## config.mk

```make
export PLATFORM = sky130hd
export DESIGN_NAME = lsu_dport_flat
export DESIGN_NICKNAME = d
export VERILOG_FILES = /design/src/rtl/lsu_dport_if.sv /design/src/rtl/lsu_dport.sv /design/src/flat_wrapper.sv
export SDC_FILE = /design/constraint.sdc
export NUM_CORES = 1
export LEC_CHECK = 0
export BUFFER_PORTS_ARGS = -buffer_cell sky130_fd_sc_hd__buf_2
export CAP_MARGIN = 30
export CELL_PAD_IN_SITES_DETAIL_PLACEMENT = 1
export CELL_PAD_IN_SITES_GLOBAL_PLACEMENT = 2
export CORE_ASPECT_RATIO = 1.1
export CORE_MARGIN = 2
export CORE_UTILIZATION = 28
export DETAILED_ROUTE_END_ITERATION = 10
export GPL_TIMING_DRIVEN = 0
export PLACE_DENSITY = 0.85
export SLEW_MARGIN = 20
export SYNTH_ARGS = -nofsm -noshare
export SYNTH_HDL_FRONTEND = slang
export SYNTH_HIERARCHICAL = 1
export SYNTH_SLANG_ARGS = --single-unit
```

## constraint.sdc

```tcl
create_clock -name clk -period 4.6 [get_ports clk]
set_input_delay 0.23 -clock clk [delete_from_list [all_inputs] [get_ports clk]]
set_output_delay 0.23 -clock clk [all_outputs]
set_load 0.03 [all_outputs]
```

## src/rtl/lsu_dport_if.sv

```systemverilog
// lsu_dport_if: bundle of request, data-SRAM and writeback signals for the
// load/store data port.
//   req_*   : one load/store request per cycle from execute
//   flush   : kill the load sitting in stage 1
//   dat_*   : byte-lane data-SRAM port (read data arrives one cycle after dat_re)
//   ld_*    : registered load writeback
//   exc_*   : registered one-cycle exception report
// slave  = lsu_dport side, master = core/SRAM side.
interface lsu_dport_if #(
  parameter int ADDR_W = 16
);
  logic              req_vld;
  logic              req_ld;
  logic              req_st;
  logic [2:0]        req_f3;
  logic [31:0]       req_a;
  logic [31:0]       req_wd;
  logic [4:0]        req_rd_a;
  logic              flush;

  logic [ADDR_W-1:0] dat_a;
  logic [3:0]        dat_we;
  logic [31:0]       dat_wd;
  logic [3:0]        dat_re;
  logic [31:0]       dat_rd;

  logic              ld_vld;
  logic [4:0]        ld_rd_a;
  logic [31:0]       ld_data;
  logic              exc_vld;
  logic [3:0]        exc_code;
  logic [31:0]       exc_a;

  modport slave (
    input  req_vld, req_ld, req_st, req_f3, req_a, req_wd, req_rd_a, flush,
    input  dat_rd,
    output dat_a, dat_we, dat_wd, dat_re,
    output ld_vld, ld_rd_a, ld_data, exc_vld, exc_code, exc_a
  );

  modport master (
    output req_vld, req_ld, req_st, req_f3, req_a, req_wd, req_rd_a, flush,
    output dat_rd,
    input  dat_a, dat_we, dat_wd, dat_re,
    input  ld_vld, ld_rd_a, ld_data, exc_vld, exc_code, exc_a
  );
endinterface

```

## src/rtl/lsu_dport.sv

```systemverilog
// lsu_dport: RV32I load/store initiator for the data-SRAM port.
//   clk   : rising-edge clock
//   rstn  : asynchronous active-low reset
//   bus   : lsu_dport_if.slave (request in, SRAM drive out, writeback/exception out)
// Cycle N  : request decoded; legal accesses drive dat_* combinationally,
//            illegal/misaligned ones drive nothing and raise exc_* in N+1.
// Cycle N+1: SRAM read data aligned and extended.
// Cycle N+2: ld_vld/ld_data visible (2-cycle load latency, no back-pressure).

// One byte lane of the SRAM drive: enable gating and store-data replication.
module lsu_dport_lane #(
  parameter int LANE = 0
) (
  input  logic        en_i,   // lane selected by size/offset
  input  logic        st_i,   // legal store issuing this cycle
  input  logic        ld_i,   // legal load issuing this cycle
  input  logic [1:0]  sz_i,   // 0 byte, 1 half, 2 word
  input  logic [31:0] wd_i,   // right-justified store data
  output logic        we_o,
  output logic        re_o,
  output logic [7:0]  wd_o
);
  always_comb begin
    we_o = st_i & en_i;
    re_o = ld_i & en_i;
    wd_o = '0;
    if (st_i) begin
      // Replicate the datum so every lane that could be enabled holds it;
      // the byte enables decide which lanes actually land.
      unique case (sz_i)
        2'd0:    wd_o = wd_i[7:0];
        2'd1:    wd_o = wd_i[(LANE % 2) * 8 +: 8];
        default: wd_o = wd_i[LANE * 8 +: 8];
      endcase
    end
  end
endmodule

module lsu_dport #(
  parameter int ADDR_W     = 16,
  parameter int EXC_LD_MIS = 4,
  parameter int EXC_ST_MIS = 6,
  parameter int EXC_ILL    = 2
) (
  input logic      clk,
  input logic      rstn,
  lsu_dport_if.slave bus
);
  localparam int NUM_LANES = 4;
  localparam int STAGES    = 2;

  // ---------------- request decode (cycle N) ----------------
  logic [1:0] off;
  logic [1:0] sz;
  logic       is_ld, is_st, both;
  logic       f3_ok_ld, f3_ok_st;
  logic       ill, mis, go, ld_go, st_go;
  logic [NUM_LANES-1:0] lane_en;

  assign off  = bus.req_a[1:0];
  assign sz   = bus.req_f3[1:0];
  assign both = bus.req_ld & bus.req_st;
  assign is_ld = bus.req_ld & ~bus.req_st;
  assign is_st = bus.req_st & ~bus.req_ld;

  always_comb begin
    f3_ok_ld = 1'b0;
    f3_ok_st = 1'b0;
    unique case (bus.req_f3)
      3'b000, 3'b001, 3'b010: begin f3_ok_ld = 1'b1; f3_ok_st = 1'b1; end
      3'b100, 3'b101:         f3_ok_ld = 1'b1;
      default: ;
    endcase
  end

  // Illegal dominates misaligned, so misalignment is only evaluated for
  // requests whose f3 is already known good.
  assign ill = bus.req_vld & (both | (is_ld & ~f3_ok_ld) | (is_st & ~f3_ok_st));
  assign mis = bus.req_vld & (is_ld | is_st) & ~ill &
               (((sz == 2'd1) & off[0]) | ((sz == 2'd2) & (off != 2'd0)));
  assign go    = bus.req_vld & (is_ld | is_st) & ~ill & ~mis;
  assign ld_go = go & is_ld;
  assign st_go = go & is_st;

  always_comb begin
    unique case (sz)
      2'd0:    lane_en = 4'b0001 << off;
      2'd1:    lane_en = 4'b0011 << off;
      default: lane_en = 4'b1111;
    endcase
  end

  // ---------------- SRAM drive ----------------
  logic [NUM_LANES-1:0]      we_lane, re_lane;
  logic [NUM_LANES-1:0][7:0] wd_lane;

  for (genvar i = 0; i < NUM_LANES; i++) begin : g_lane
    lsu_dport_lane #(.LANE(i)) u_lane (
      .en_i (lane_en[i]),
      .st_i (st_go),
      .ld_i (ld_go),
      .sz_i (sz),
      .wd_i (bus.req_wd),
      .we_o (we_lane[i]),
      .re_o (re_lane[i]),
      .wd_o (wd_lane[i])
    );
  end

  assign bus.dat_we = we_lane;
  assign bus.dat_re = re_lane;
  assign bus.dat_wd = wd_lane;
  assign bus.dat_a  = go ? bus.req_a[ADDR_W-1:0] : '0;

  // Address bits above ADDR_W are intentionally dropped.
  logic unused_addr_hi;
  assign unused_addr_hi = &{1'b0, bus.req_a[31:ADDR_W]};

  // ---------------- exception register ----------------
  logic       exc_vld_q;
  logic [3:0] exc_code_q, exc_code_d;
  logic [31:0] exc_a_q;

  always_comb begin
    exc_code_d = 4'(EXC_ILL);
    if (!ill) exc_code_d = is_ld ? 4'(EXC_LD_MIS) : 4'(EXC_ST_MIS);
  end

  // ---------------- load pipeline ----------------
  // vld_pipe_q[1] = load in stage 1 (SRAM read in flight), [2] = ld_vld.
  logic [STAGES:1] vld_pipe_q;
  logic [2:0]      s1_f3_q;
  logic [1:0]      s1_off_q;
  logic [4:0]      s1_rd_q;
  logic            s1_done;
  logic [31:0]     rd_sh;
  logic [31:0]     ld_data_d, ld_data_q;
  logic [4:0]      ld_rd_q;

  // A flush kills only the load already in stage 1; a new request in the
  // flush cycle still enters stage 1 normally.
  assign s1_done = vld_pipe_q[1] & ~bus.flush;

  // Bring the addressed byte/half down to bit 0; lanes above it are stale.
  assign rd_sh = bus.dat_rd >> {s1_off_q, 3'b000};

  always_comb begin
    unique case (s1_f3_q)
      3'b000:  ld_data_d = {{24{rd_sh[7]}},  rd_sh[7:0]};
      3'b001:  ld_data_d = {{16{rd_sh[15]}}, rd_sh[15:0]};
      3'b100:  ld_data_d = {24'd0, rd_sh[7:0]};
      3'b101:  ld_data_d = {16'd0, rd_sh[15:0]};
      default: ld_data_d = rd_sh;
    endcase
  end

  always_ff @(posedge clk or negedge rstn) begin
    if (!rstn) begin
      vld_pipe_q <= '0;
      s1_f3_q    <= '0;
      s1_off_q   <= '0;
      s1_rd_q    <= '0;
      ld_data_q  <= '0;
      ld_rd_q    <= '0;
      exc_vld_q  <= 1'b0;
      exc_code_q <= '0;
      exc_a_q    <= '0;
    end else begin
      vld_pipe_q <= {s1_done, ld_go};
      if (ld_go) begin
        s1_f3_q  <= bus.req_f3;
        s1_off_q <= off;
        s1_rd_q  <= bus.req_rd_a;
      end
      // Writeback holds its last value between results.
      if (s1_done) begin
        ld_data_q <= ld_data_d;
        ld_rd_q   <= s1_rd_q;
      end
      exc_vld_q <= ill | mis;
      if (ill | mis) begin
        exc_code_q <= exc_code_d;
        exc_a_q    <= bus.req_a;
      end
    end
  end

  assign bus.ld_vld   = vld_pipe_q[STAGES];
  assign bus.ld_rd_a  = ld_rd_q;
  assign bus.ld_data  = ld_data_q;
  assign bus.exc_vld  = exc_vld_q;
  assign bus.exc_code = exc_code_q;
  assign bus.exc_a    = exc_a_q;
endmodule
```

## src/flat_wrapper.sv

```systemverilog
// flat-port wrapper written by rule: the top's interface ports become plain ports
module lsu_dport_flat 
#(
  parameter int ADDR_W     = 16,
  parameter int EXC_LD_MIS = 4,
  parameter int EXC_ST_MIS = 6,
  parameter int EXC_ILL    = 2
)
  (clk, rstn, bus_req_vld, bus_req_ld, bus_req_st, bus_req_f3, bus_req_a, bus_req_wd, bus_req_rd_a, bus_flush, bus_dat_rd, bus_dat_a, bus_dat_we, bus_dat_wd, bus_dat_re, bus_ld_vld, bus_ld_rd_a, bus_ld_data, bus_exc_vld, bus_exc_code, bus_exc_a);
  lsu_dport_if #(.ADDR_W(ADDR_W)) bus_i ();
  input logic clk;
  input logic rstn;
  input wire logic [$bits(bus_i.req_vld)-1:0] bus_req_vld;
  input wire logic [$bits(bus_i.req_ld)-1:0] bus_req_ld;
  input wire logic [$bits(bus_i.req_st)-1:0] bus_req_st;
  input wire logic [$bits(bus_i.req_f3)-1:0] bus_req_f3;
  input wire logic [$bits(bus_i.req_a)-1:0] bus_req_a;
  input wire logic [$bits(bus_i.req_wd)-1:0] bus_req_wd;
  input wire logic [$bits(bus_i.req_rd_a)-1:0] bus_req_rd_a;
  input wire logic [$bits(bus_i.flush)-1:0] bus_flush;
  input wire logic [$bits(bus_i.dat_rd)-1:0] bus_dat_rd;
  output wire logic [$bits(bus_i.dat_a)-1:0] bus_dat_a;
  output wire logic [$bits(bus_i.dat_we)-1:0] bus_dat_we;
  output wire logic [$bits(bus_i.dat_wd)-1:0] bus_dat_wd;
  output wire logic [$bits(bus_i.dat_re)-1:0] bus_dat_re;
  output wire logic [$bits(bus_i.ld_vld)-1:0] bus_ld_vld;
  output wire logic [$bits(bus_i.ld_rd_a)-1:0] bus_ld_rd_a;
  output wire logic [$bits(bus_i.ld_data)-1:0] bus_ld_data;
  output wire logic [$bits(bus_i.exc_vld)-1:0] bus_exc_vld;
  output wire logic [$bits(bus_i.exc_code)-1:0] bus_exc_code;
  output wire logic [$bits(bus_i.exc_a)-1:0] bus_exc_a;
  assign bus_i.req_vld = bus_req_vld;
  assign bus_i.req_ld = bus_req_ld;
  assign bus_i.req_st = bus_req_st;
  assign bus_i.req_f3 = bus_req_f3;
  assign bus_i.req_a = bus_req_a;
  assign bus_i.req_wd = bus_req_wd;
  assign bus_i.req_rd_a = bus_req_rd_a;
  assign bus_i.flush = bus_flush;
  assign bus_i.dat_rd = bus_dat_rd;
  assign bus_dat_a = bus_i.dat_a;
  assign bus_dat_we = bus_i.dat_we;
  assign bus_dat_wd = bus_i.dat_wd;
  assign bus_dat_re = bus_i.dat_re;
  assign bus_ld_vld = bus_i.ld_vld;
  assign bus_ld_rd_a = bus_i.ld_rd_a;
  assign bus_ld_data = bus_i.ld_data;
  assign bus_exc_vld = bus_i.exc_vld;
  assign bus_exc_code = bus_i.exc_code;
  assign bus_exc_a = bus_i.exc_a;
  lsu_dport #(.ADDR_W(ADDR_W), .EXC_LD_MIS(EXC_LD_MIS), .EXC_ST_MIS(EXC_ST_MIS), .EXC_ILL(EXC_ILL)) u_core (.clk(clk), .rstn(rstn), .bus(bus_i));
endmodule
```

==> results of run 1 <==
[power groups by stage]
stage          Combinational [mW]  Sequential, mW  Clock [mW]
2_1_floorplan               0.507            1.40           0
3_3_place_gp                 1.24            1.06           0
3_5_place_dp                 1.27            1.07           0
4_1_cts                      1.27            1.06       0.921
5_1_grt                      1.36            1.08       0.950
6_report                     1.26            1.06       0.896
[sequential cells by signal, summed over array words and instances, names as in the netlist]
| signal | flops |
|---|---|
| u_core/bus.exc_code | 2 |
| u_core/bus.exc_vld | 1 |
| u_core/s1_off_q | 2 |
| u_core/bus.ld_rd_a | 5 |
| u_core/bus.exc_a | 32 |
| u_core/s1_f3_q | 3 |
| u_core/vld_pipe_q | 2 |
| u_core/s1_rd_q | 5 |
| u_core/bus.ld_data | 32 |
[layout make-up]
class,instances,area [sq um]
Fill cell,2155,10600
Multi-Input combinational cell,400,2580
Sequential cell,84,2100
Timing Repair Buffer,239,1230
Tap cell,238,298
Buffer,45,260
Clock buffer,9,225
Clock inverter,6,136
Inverter,4,15.0
Antenna cell,1,2.50
[through the flow]
step | area, sq um | hold WS, ns | setup WS, ns | util (%)
5_1_grt | 6840 | 0.104 | 1.09 | 39.1
3_3_place_gp | 6440 | 0.453 | 1.38 | 36.8
3_5_place_dp | 6470 | 0.217 | 1.28 | 37.0
6_report | 6840 | 0.114 | 1.33 | 39.1
2_1_floorplan | 4950 | -0.0656 | 2.14 | -
4_1_cts | 6840 | 0.0952 | 1.28 | 39.1
[placed cells by master, fill, tap and decap left out, types with 8 or more instances in the layout]
| cell type | n |
|---|---|
| o22ai_1 | 33 |
| o22a_1 | 10 |
| buf_2 | 251 |
| o211ai_1 | 15 |
| a21oi_1 | 20 |
| and2_1 | 40 |
| mux2_2 | 10 |
| nor2b_1 | 12 |
| o21ai_2 | 9 |
| nand2_1 | 87 |
| mux2i_1 | 25 |
| nor2_1 | 36 |
| buf_6 | 8 |
| dfrtp_1 | 84 |
| o21ai_0 | 41 |
| clkbuf_16 | 9 |
| or2b_1 | 8 |
| o211a_1 | 8 |
| mux2_4 | 17 |
| clkbuf_1 | 16 |
[cells by family after synthesis]
kind of cell / synth area share, %
AOI/OAI and AO/OA: 19.4
xor gates and xnor gates: 0.177
adders and majority gates: 0.758
buffers and inverters: 5.56
DFF: 42.5
muxes: 12.5
other: 0.0758
and+or+nand+nor: 19.1
[layer usage]
metal / GRT usage (%) / part of all wire (%) / vias to the layer above
li1: - / - / 2346
met3: 4.69 / 5.5 / 12
met1: 23.9 / 44 / 2393
met2: 31.5 / 50 / 145
met4: 4.37 / 0.82 / 0
met5: 0 / 0 / -
[final timing paths]
path                                           to  slack (ns)  cells after the start
setup / recovery                   bus_dat_wd[12]        1.33                     12
hold / removal                  u_core/s1_rd_q[2]        0.11                      2
setup reg to reg           u_core/bus.ld_data[28]        2.75                      5
hold reg to reg             u_core/bus.ld_data[0]        0.47                      2
max in group asynchronous     u_core/bus.exc_a[1]        3.57                      3
min in group asynchronous   u_core/bus.ld_data[2]        0.39                      2
==> flow_summary.yaml, run 1 <==
timing:
  skew_ns: 0.00612
  post-route-min-period_ns: 3.27
  tns_ns: 0
  hold_viol_final: 0
  rsz0062_at_grt: "false"
  slew_violations: 0
  finalSetupViolCount: 0
  max_slew.worst_pin.slew_ns: 0.589
  fin_crit_sh_pct: 71.0
  max_slew_margin_pct: 60.8
  max_freq_ghz: 0.306
cts:
  clockBufferDepth: 2
  cts-root-buf: "clkbuf_16"
  cts_tree: "done"
  numCtsBuffers: 9
  cts_sinks: 84
  clock_latency_ns: 0.34
  cts_resized: 0
  postCtsHoldBufs: 1
  htreeDepth: 3
  cts_setup_buffers: 0
  clk_pin_slew_ns: 0.06
yosys:
  synth_top_area_cell: "dfrtp_1"
  ys_seq_area_share_pct: 42.5
  ys_top_cells_by_area: "dfrtp_1 (42%), nand2_1 (6.6%), mux2_4 (5.2%)"
  ys.flop_type: "dfrtp_1"
  ys_warn_count: 6
  postSynth.asyncResetShare_pct: 100
  syn_inst: 532
  ys_ff_latch: 84
  synth_top_cell_area_share_pct: 42.5
  netlist_area_sq_mm: 0.00495
  ys_types: 40
  synth_edf_count: 0
  yosysMostFrequentCell: "nand2_1"
  ys_top_cells_by_count: "nand2_1 (87), dfrtp_1 (84), o21ai_0 (41)"
  avgSynthCellArea_sq_um: 9.30
placed_design:
  dp_cells: 1009
  hpwl_mm: 13.6
  place_congestion: 0.783
  portBuffers: 237
layout:
  drive_gt1_share_pct: 41.0
  final_net_count: 896
  instances_no_fill: 1026
  areaGrowthSynthToFinish_pct: 38.2
floorplan:
  die_area_sq_mm: 0.0188
  core_sq_mm: 0.0175
  fp.dieH_um: 143
  die_w_um: 131
  ios: 241
  start_util_pct: 28.3
  num_rows: 51
route:
  wl_per_cell_um: 17.3
  remaining_drc_errors: 0
  drtIter0Drc: 135
  drt-total-wl_mm: 17.8
  viasPerCell: 4.77
  final_antenna_net_count: 0
  firstDrtPassIters: 4
  routed-via-count: 4896
power:
  switchingPower_mw: 1.25
  p_int_mw: 1.96
  ir_drop_v: 0.000209
  p_seq_share_pct: 32.9
  switching_share_pct: 38.9
  pwr-share-comb_pct: 39.2
  p_total_mw: 3.21
  power_density_mw_per_mm2: 469
  p_leak_nw: 3.59
  p_clk_share_pct: 27.9
hold_path:
  holdCritPathClass: "input port to flop"
  hp-start: "bus_req_rd_a[2]"
worst_setup_path:
  cp-startpoint: "bus_req_ld"
  cp.required_ns: 4.37
  crit_chain: "buf_2 -> inv_1 -> ha_1 -> a21o_1 -> a21oi_1 -> and4b_1 -> and2_1 -> buf_2 -> buf_2 -> o211ai_1 -> o21ai_2 -> buf_2"
  cp_max_fo: 20
  worst_path_most_repeated_cell: "buf_2"
  cp-start-kind: "input port"
  cp-end-kind: "output port"
  reg2reg_from: "u_core/s1_off_q[1]"
  cp_num_buf_inv: 5
  worstPathArrival_ns: 3.04
  crit_path_max_incr_delay_ns: 0.56
  path_delay_family: "simple AND/OR/NAND/NOR gates"
  crit_slowest_cell: "and2_1"
  path_class: "input port to output port"
run:
  cap_violations: 0
global_routing:
  grt_usage_pct: 18.6
  grt_max_degree: 54
  grt_first_pass_wirelength_mm: 27.1
  overflow: 0
  grt_pass1_vias: 4983
  antenna_found_initial: 0
status:
  status: "finished clean"
Power figures use the tool's default switching activity.
==> run 2, diff against run 1 <==
--- a/config.mk
+++ b/config.mk
@@ -5,16 +5,17 @@
 export SDC_FILE = /design/constraint.sdc
 export NUM_CORES = 1
 export LEC_CHECK = 0
+export ABC_AREA = 1
 export BUFFER_PORTS_ARGS = -buffer_cell sky130_fd_sc_hd__buf_2
 export CAP_MARGIN = 30
 export CELL_PAD_IN_SITES_DETAIL_PLACEMENT = 1
 export CELL_PAD_IN_SITES_GLOBAL_PLACEMENT = 2
 export CORE_ASPECT_RATIO = 1.1
 export CORE_MARGIN = 2
-export CORE_UTILIZATION = 28
+export CORE_UTILIZATION = 24
 export DETAILED_ROUTE_END_ITERATION = 10
 export GPL_TIMING_DRIVEN = 0
-export PLACE_DENSITY = 0.85
+export PLACE_DENSITY = 0.81
 export SLEW_MARGIN = 20
 export SYNTH_ARGS = -nofsm -noshare
 export SYNTH_HDL_FRONTEND = slang
==> constraint.sdc (replaced) <==
create_clock -name clk -period 3.3 [get_ports clk]
set_input_delay 0.165 -clock clk [delete_from_list [all_inputs] [get_ports clk]]
set_output_delay 0.165 -clock clk [all_outputs]
set_load 0.03 [all_outputs]
==> flow_summary.yaml, run 2 <==
status:
  status: "finished clean"
timing:
  max_slew_margin_pct: 63.5
  fin_crit_sh_pct: 75.6
  fin_ws_ns: 0.807
  skew_ns: 0.00776
  tns_ns: 0
  slew_violations: 0
  max_freq_ghz: 0.401
  max_slew.worst_pin.slew_ns: 0.548
  post-route-min-period_ns: 2.49
  rsz0062_at_grt: "false"
  finalSetupViolCount: 0
  hold_viol_final: 0
layout:
  multi_input_area_sq_mm: 0.00234
  layout_common_cells: "nand2_1 (292), buf_2 (252), nand3_1 (109)"
  stdcell_area_sq_mm: 0.00701
  layout_commonest_cell: "nand2_1"
  final_net_count: 1127
  areaGrowthSynthToFinish_pct: 37.7
  n_antenna_cell: 0
  seq_area_sq_mm: 0.00210
  drive_gt1_share_pct: 31.4
  nFillCells: 2692
yosys:
  netlist_area_sq_mm: 0.00509
  synth_top_family_by_area: "simple AND/OR/NAND/NOR gates"
  synthXorXnorAreaFrac_pct: 0
  synth_compound_area_share_pct: 3.42
  yosysMostFrequentCell: "nand2_1"
  ys_warn_count: 6
  synth_top_cell_area_share_pct: 41.3
  postSynth.asyncResetShare_pct: 100
  synthSimpleGateAreaFrac_pct: 41.7
  post_synth_mux_area_share_pct: 0
  ys_types: 27
  ys_top_cells_by_area: "dfrtp_1 (41%), nand2_1 (22%), nand3_1 (11%)"
  synth_edf_count: 0
  syn_inst: 760
  synthAdderAreaFrac_pct: 0.738
  avgSynthCellArea_sq_um: 6.70
  ys_seq_area_share_pct: 41.3
  ys.flop_type: "dfrtp_1"
  ys_ff_latch: 84
  synth_top_area_cell: "dfrtp_1"
  ys_top_cells_by_count: "nand2_1 (292), nand3_1 (109), inv_1 (92)"
route:
  firstDrtPassIters: 5
  routed-via-count: 5644
  remaining_drc_errors: 0
  final_antenna_net_count: 0
  viasPerCell: 4.33
  drt-total-wl_mm: 19.7
  wl_per_cell_um: 15.1
  drtIter0Drc: 178
worst_setup_path:
  worst_path_most_repeated_cell: "nor2_1"
  cp_max_fo: 9
  cp-start-kind: "input port"
  path_class: "input port to output port"
  cp.required_ns: 3.13
  reg2reg_from: "u_core/vld_pipe_q[1]"
  crit_slowest_cell: "nor2_1"
  crit_chain: "buf_2 -> inv_1 -> ha_1 -> nor2_1 -> nand3_1 -> nor2_1 -> inv_2 -> nor2_1 -> buf_2 -> nand2_1 -> nor2_1 -> buf_2"
  cp-startpoint: "bus_req_ld"
  worstPathArrival_ns: 2.33
  crit_path_max_incr_delay_ns: 0.34
  cp-end-kind: "output port"
floorplan:
  die_w_um: 143
  fp.dieH_um: 157
  start_util_pct: 24.6
  ios: 241
  core_sq_mm: 0.0207
  num_rows: 55
  die_area_sq_mm: 0.0224
cts:
  cts_tree: "done"
  htreeDepth: 3
  cts-root-buf: "clkbuf_16"
  numCtsBuffers: 9
  clockBufferDepth: 2
  cts_resized: 0
  cts_sinks: 84
  clk_pin_slew_ns: 0.07
  clock_latency_ns: 0.35
placed_design:
  portBuffers: 238
  place_congestion: 0.804
  post-place-ws_ns: 0.731
  hpwl_mm: 16.0
  dpl_cell_area_sq_mm: 0.00667
global_routing:
  overflow: 0
  antenna_found_initial: 3
  grt_usage_pct: 17.8
  grt_pass1_vias: 5823
  grt_first_pass_wirelength_mm: 30.7
  grt_max_degree: 54
power:
  p_leak_nw: 4.30
  power_density_mw_per_mm2: 618
  p_total_mw: 4.33
  ir_drop_v: 0.000268
hold_path:
  holdCritPathClass: "input port to flop"
  hp-start: "bus_req_a[17]"
run:
  cap_violations: 0
-- run 2: cell type report --
class                      count  area share [%]
inverter                      98            5.25
clock buffer                   9            3.21
tap                          285            5.09
clock inverter                 7            1.16
multi-input combinational    535            33.4
sequential                    84            30.0
buffer                        44            4.02
timing repair buffer         242            17.9
-- run 2: path summary, 6_finish.rpt --
path / endpoint / slack, ns / depth (start not counted)
setup / recovery: bus_dat_wd[19] / 0.81 / 12
hold / removal: u_core/bus.exc_a[17] / 0.01 / 3
setup reg to reg: u_core/bus.ld_data[14] / 1.60 / 7
hold reg to reg: u_core/bus.ld_rd_a[3] / 0.47 / 2
max in group asynchronous: u_core/bus.exc_a[7] / 2.37 / 3
min in group asynchronous: u_core/bus.ld_data[19] / 0.30 / 2
-- run 2: kinds of logic after synthesis --
family | count (synthesis)
simple gates | 501
buf+inv | 142
flops | 84
compound gates | 29
fa+ha+maj | 3
other cells | 1
-- run 2: critical path: cells and delay by family --
family	cells	cell delay [ns]
and+or+nand+nor	6	1.06
adders and majority gates	1	0.30
buffers and inverters	5	0.81
-- run 2: timing repair --
action	in CTS	in global routing
hold buffers	3	0
endpoints found under the hold margin	33	0
setup buffers	0	0
-- run 2: routing by layer --
metal | global-route usage [%] | part of all wire [%]
met4 | 4.15 | 1.1
met5 | 0 | 0.15
met1 | 19.9 | 39
met2 | 32.8 | 52
met3 | 5.78 | 7.9
-- run 2: power by group --
group	total, mW	switching (mW)	internal, mW
clock network	1.06	0.460	0.600
logic	1.82	1.27	0.552
registers	1.45	0.144	1.31
-- run 2: through the flow --
stage	hold slack [ns]	utilization, %	std cells
after floorplan	-0.131	-	761
after global placement	0.367	32.1	1284
after detailed placement	0.149	32.2	1285
after CTS	0.0000172	33.8	1304
after global routing	0.00788	33.8	1304
final	0.0135	33.8	1304
==> run 3, diff against run 2 <==
--- a/config.mk
+++ b/config.mk
@@ -12,10 +12,10 @@
 export CELL_PAD_IN_SITES_GLOBAL_PLACEMENT = 2
 export CORE_ASPECT_RATIO = 1.1
 export CORE_MARGIN = 2
-export CORE_UTILIZATION = 24
+export CORE_UTILIZATION = 21
 export DETAILED_ROUTE_END_ITERATION = 10
 export GPL_TIMING_DRIVEN = 0
-export PLACE_DENSITY = 0.81
+export PLACE_DENSITY = 0.75
 export SLEW_MARGIN = 20
 export SYNTH_ARGS = -nofsm -noshare
 export SYNTH_HDL_FRONTEND = slang
==> constraint.sdc (replaced) <==
create_clock -name clk -period 2 [get_ports clk]
set_input_delay 0.1 -clock clk [delete_from_list [all_inputs] [get_ports clk]]
set_output_delay 0.1 -clock clk [all_outputs]
set_load 0.03 [all_outputs]
==> flow_summary.yaml, run 3 (same netlist as run 2, synthesis figures left out) <==
layout:
  final_net_count: 1162
  drive_gt1_share_pct: 31.6
  fin_util_pct: 31.6
  layout_commonest_cell: "nand2_1"
  layout_common_cells: "nand2_1 (291), buf_2 (223), nand3_1 (108)"
  stdcell_area_sq_mm: 0.00752
  instances_no_fill: 1360
  areaGrowthSynthToFinish_pct: 47.8
power:
  ir_drop_v: 0.000338
  p_total_mw: 7.24
  p_leak_nw: 4.44
  power_density_mw_per_mm2: 963
route:
  wl_per_cell_um: 15.4
  routed-via-count: 5806
  drt-total-wl_mm: 21.0
  drtIter0Drc: 177
  viasPerCell: 4.27
  final_antenna_net_count: 0
  firstDrtPassIters: 4
  remaining_drc_errors: 0
cts:
  htreeDepth: 3
  numCtsBuffers: 9
  clock_latency_ns: 0.34
  cts_sinks: 84
  clockBufferDepth: 2
  cts_tree: "done"
  clk_pin_slew_ns: 0.07
  cts-root-buf: "clkbuf_16"
hold_path:
  min_path_cells: 3
  holdCritPathClass: "input port to flop"
  hp-start: "bus_req_rd_a[0]"
  holdPathEnd: "u_core/s1_rd_q[0]"
floorplan:
  start_util_pct: 21.4
  die_w_um: 152
  core_sq_mm: 0.0238
  ios: 241
  die_area_sq_mm: 0.0255
  num_rows: 59
  fp.dieH_um: 167
timing:
  hold_viol_final: 0
  skew_ns: 0.00626
  finalSetupViolCount: 0
  holdWs_ns: 0.00120
  slew_violations: 0
  rsz0062_at_grt: "true"
  post-route-min-period_ns: 1.86
  tns_ns: 0
  max_freq_ghz: 0.539
  max_slew.worst_pin.slew_ns: 0.605
  max_slew_margin_pct: 59.6
  fin_ws_ns: 0.145
  fin_crit_sh_pct: 92.8
run:
  cap_violations: 0
placed_design:
  post-place-ws_ns: -0.416
  dpl_cell_area_sq_mm: 0.00670
  portBuffers: 238
  place_congestion: 0.784
  hpwl_mm: 16.2
  dp_cells: 1305
worst_setup_path:
  cp.required_ns: 1.90
  crit_slowest_cell: "ha_1"
  rr_endpoint: "u_core/bus.ld_data[1]"
  cp-startpoint: "bus_req_ld"
  cp-start-kind: "input port"
  crit_chain: "buf_2 -> inv_1 -> ha_1 -> nor2_4 -> nand3_2 -> nor2_4 -> inv_4 -> nor2_4 -> buf_4 -> buf_6 -> nand2_1 -> inv_1 -> clkbuf_4"
  worst_path_most_repeated_cell: "nor2_4"
  worstPathArrival_ns: 1.76
  crit_path_max_incr_delay_ns: 0.32
  reg2reg_from: "u_core/vld_pipe_q[1]"
  cp-end-kind: "output port"
  cp_max_fo: 9
  rr_worst_depth: 6
  path_class: "input port to output port"
  rrSetupSlack_ns: 0.20
global_routing:
  grt_usage_pct: 16.4
  overflow: 0
  grt_first_pass_wirelength_mm: 33.4
  grt_pass1_vias: 6199
  grt_max_degree: 55
  antenna_found_initial: 2
status:
  status: "finished clean"
[run 3: worst max path at each step]
stage / end / cells past startpoint
2_1_floorplan: bus_dat_wd[10] / 10
3_3_place_gp: bus_dat_wd[19] / 12
3_5_place_dp: bus_dat_wd[19] / 12
4_1_cts: bus_dat_wd[9] / 14
5_1_grt: bus_dat_wd[2] / 15
6_report: bus_dat_wd[0] / 13
[run 3: area by class of cell]
cell class / count / area, sq um
fill: 3065 / 16300
multi-input combinational: 535 / 2380
sequential: 84 / 2100
timing repair buffer: 277 / 1680
tap: 305 / 382
inverter: 98 / 374
buffer: 44 / 297
clock buffer: 9 / 225
clock inverter: 7 / 81.3
antenna: 1 / 2.50
[run 3: per-layer routing]
| layer | up-vias | part of all wire, % | track usage [%] |
|---|---|---|---|
| met1 | 2716 | 41 | 19.3 |
| met4 | 2 | 1.4 | 3.95 |
| met5 | - | 0.052 | 0 |
| li1 | 2879 | - | - |
| met2 | 192 | 50 | 29.6 |
| met3 | 17 | 7.0 | 4.48 |
[run 3: what timing repair did]
item	4_1_cts	5_1_grt
pin swaps	1	3
buffers inserted	2	1
resized for setup	21	37
hold buffers	35	0
setup endpoints to repair	40	40
endpoints found under the hold margin	93	0
[run 3: critical path, delay by kind of cell]
family	cells	cell delay [ns]
buffers and inverters	7	0.72
adders and majority gates	1	0.32
and+or+nand+nor	5	0.61
[run 3: report_power, final]
group	leakage [nW]	switching, mW	internal, mW	total, mW
Sequential	1.04	0.245	2.15	2.40
Combinational	3.25	2.12	0.963	3.08
Clock	0.146	0.774	0.989	1.76
Total	4.44	3.14	4.11	7.24
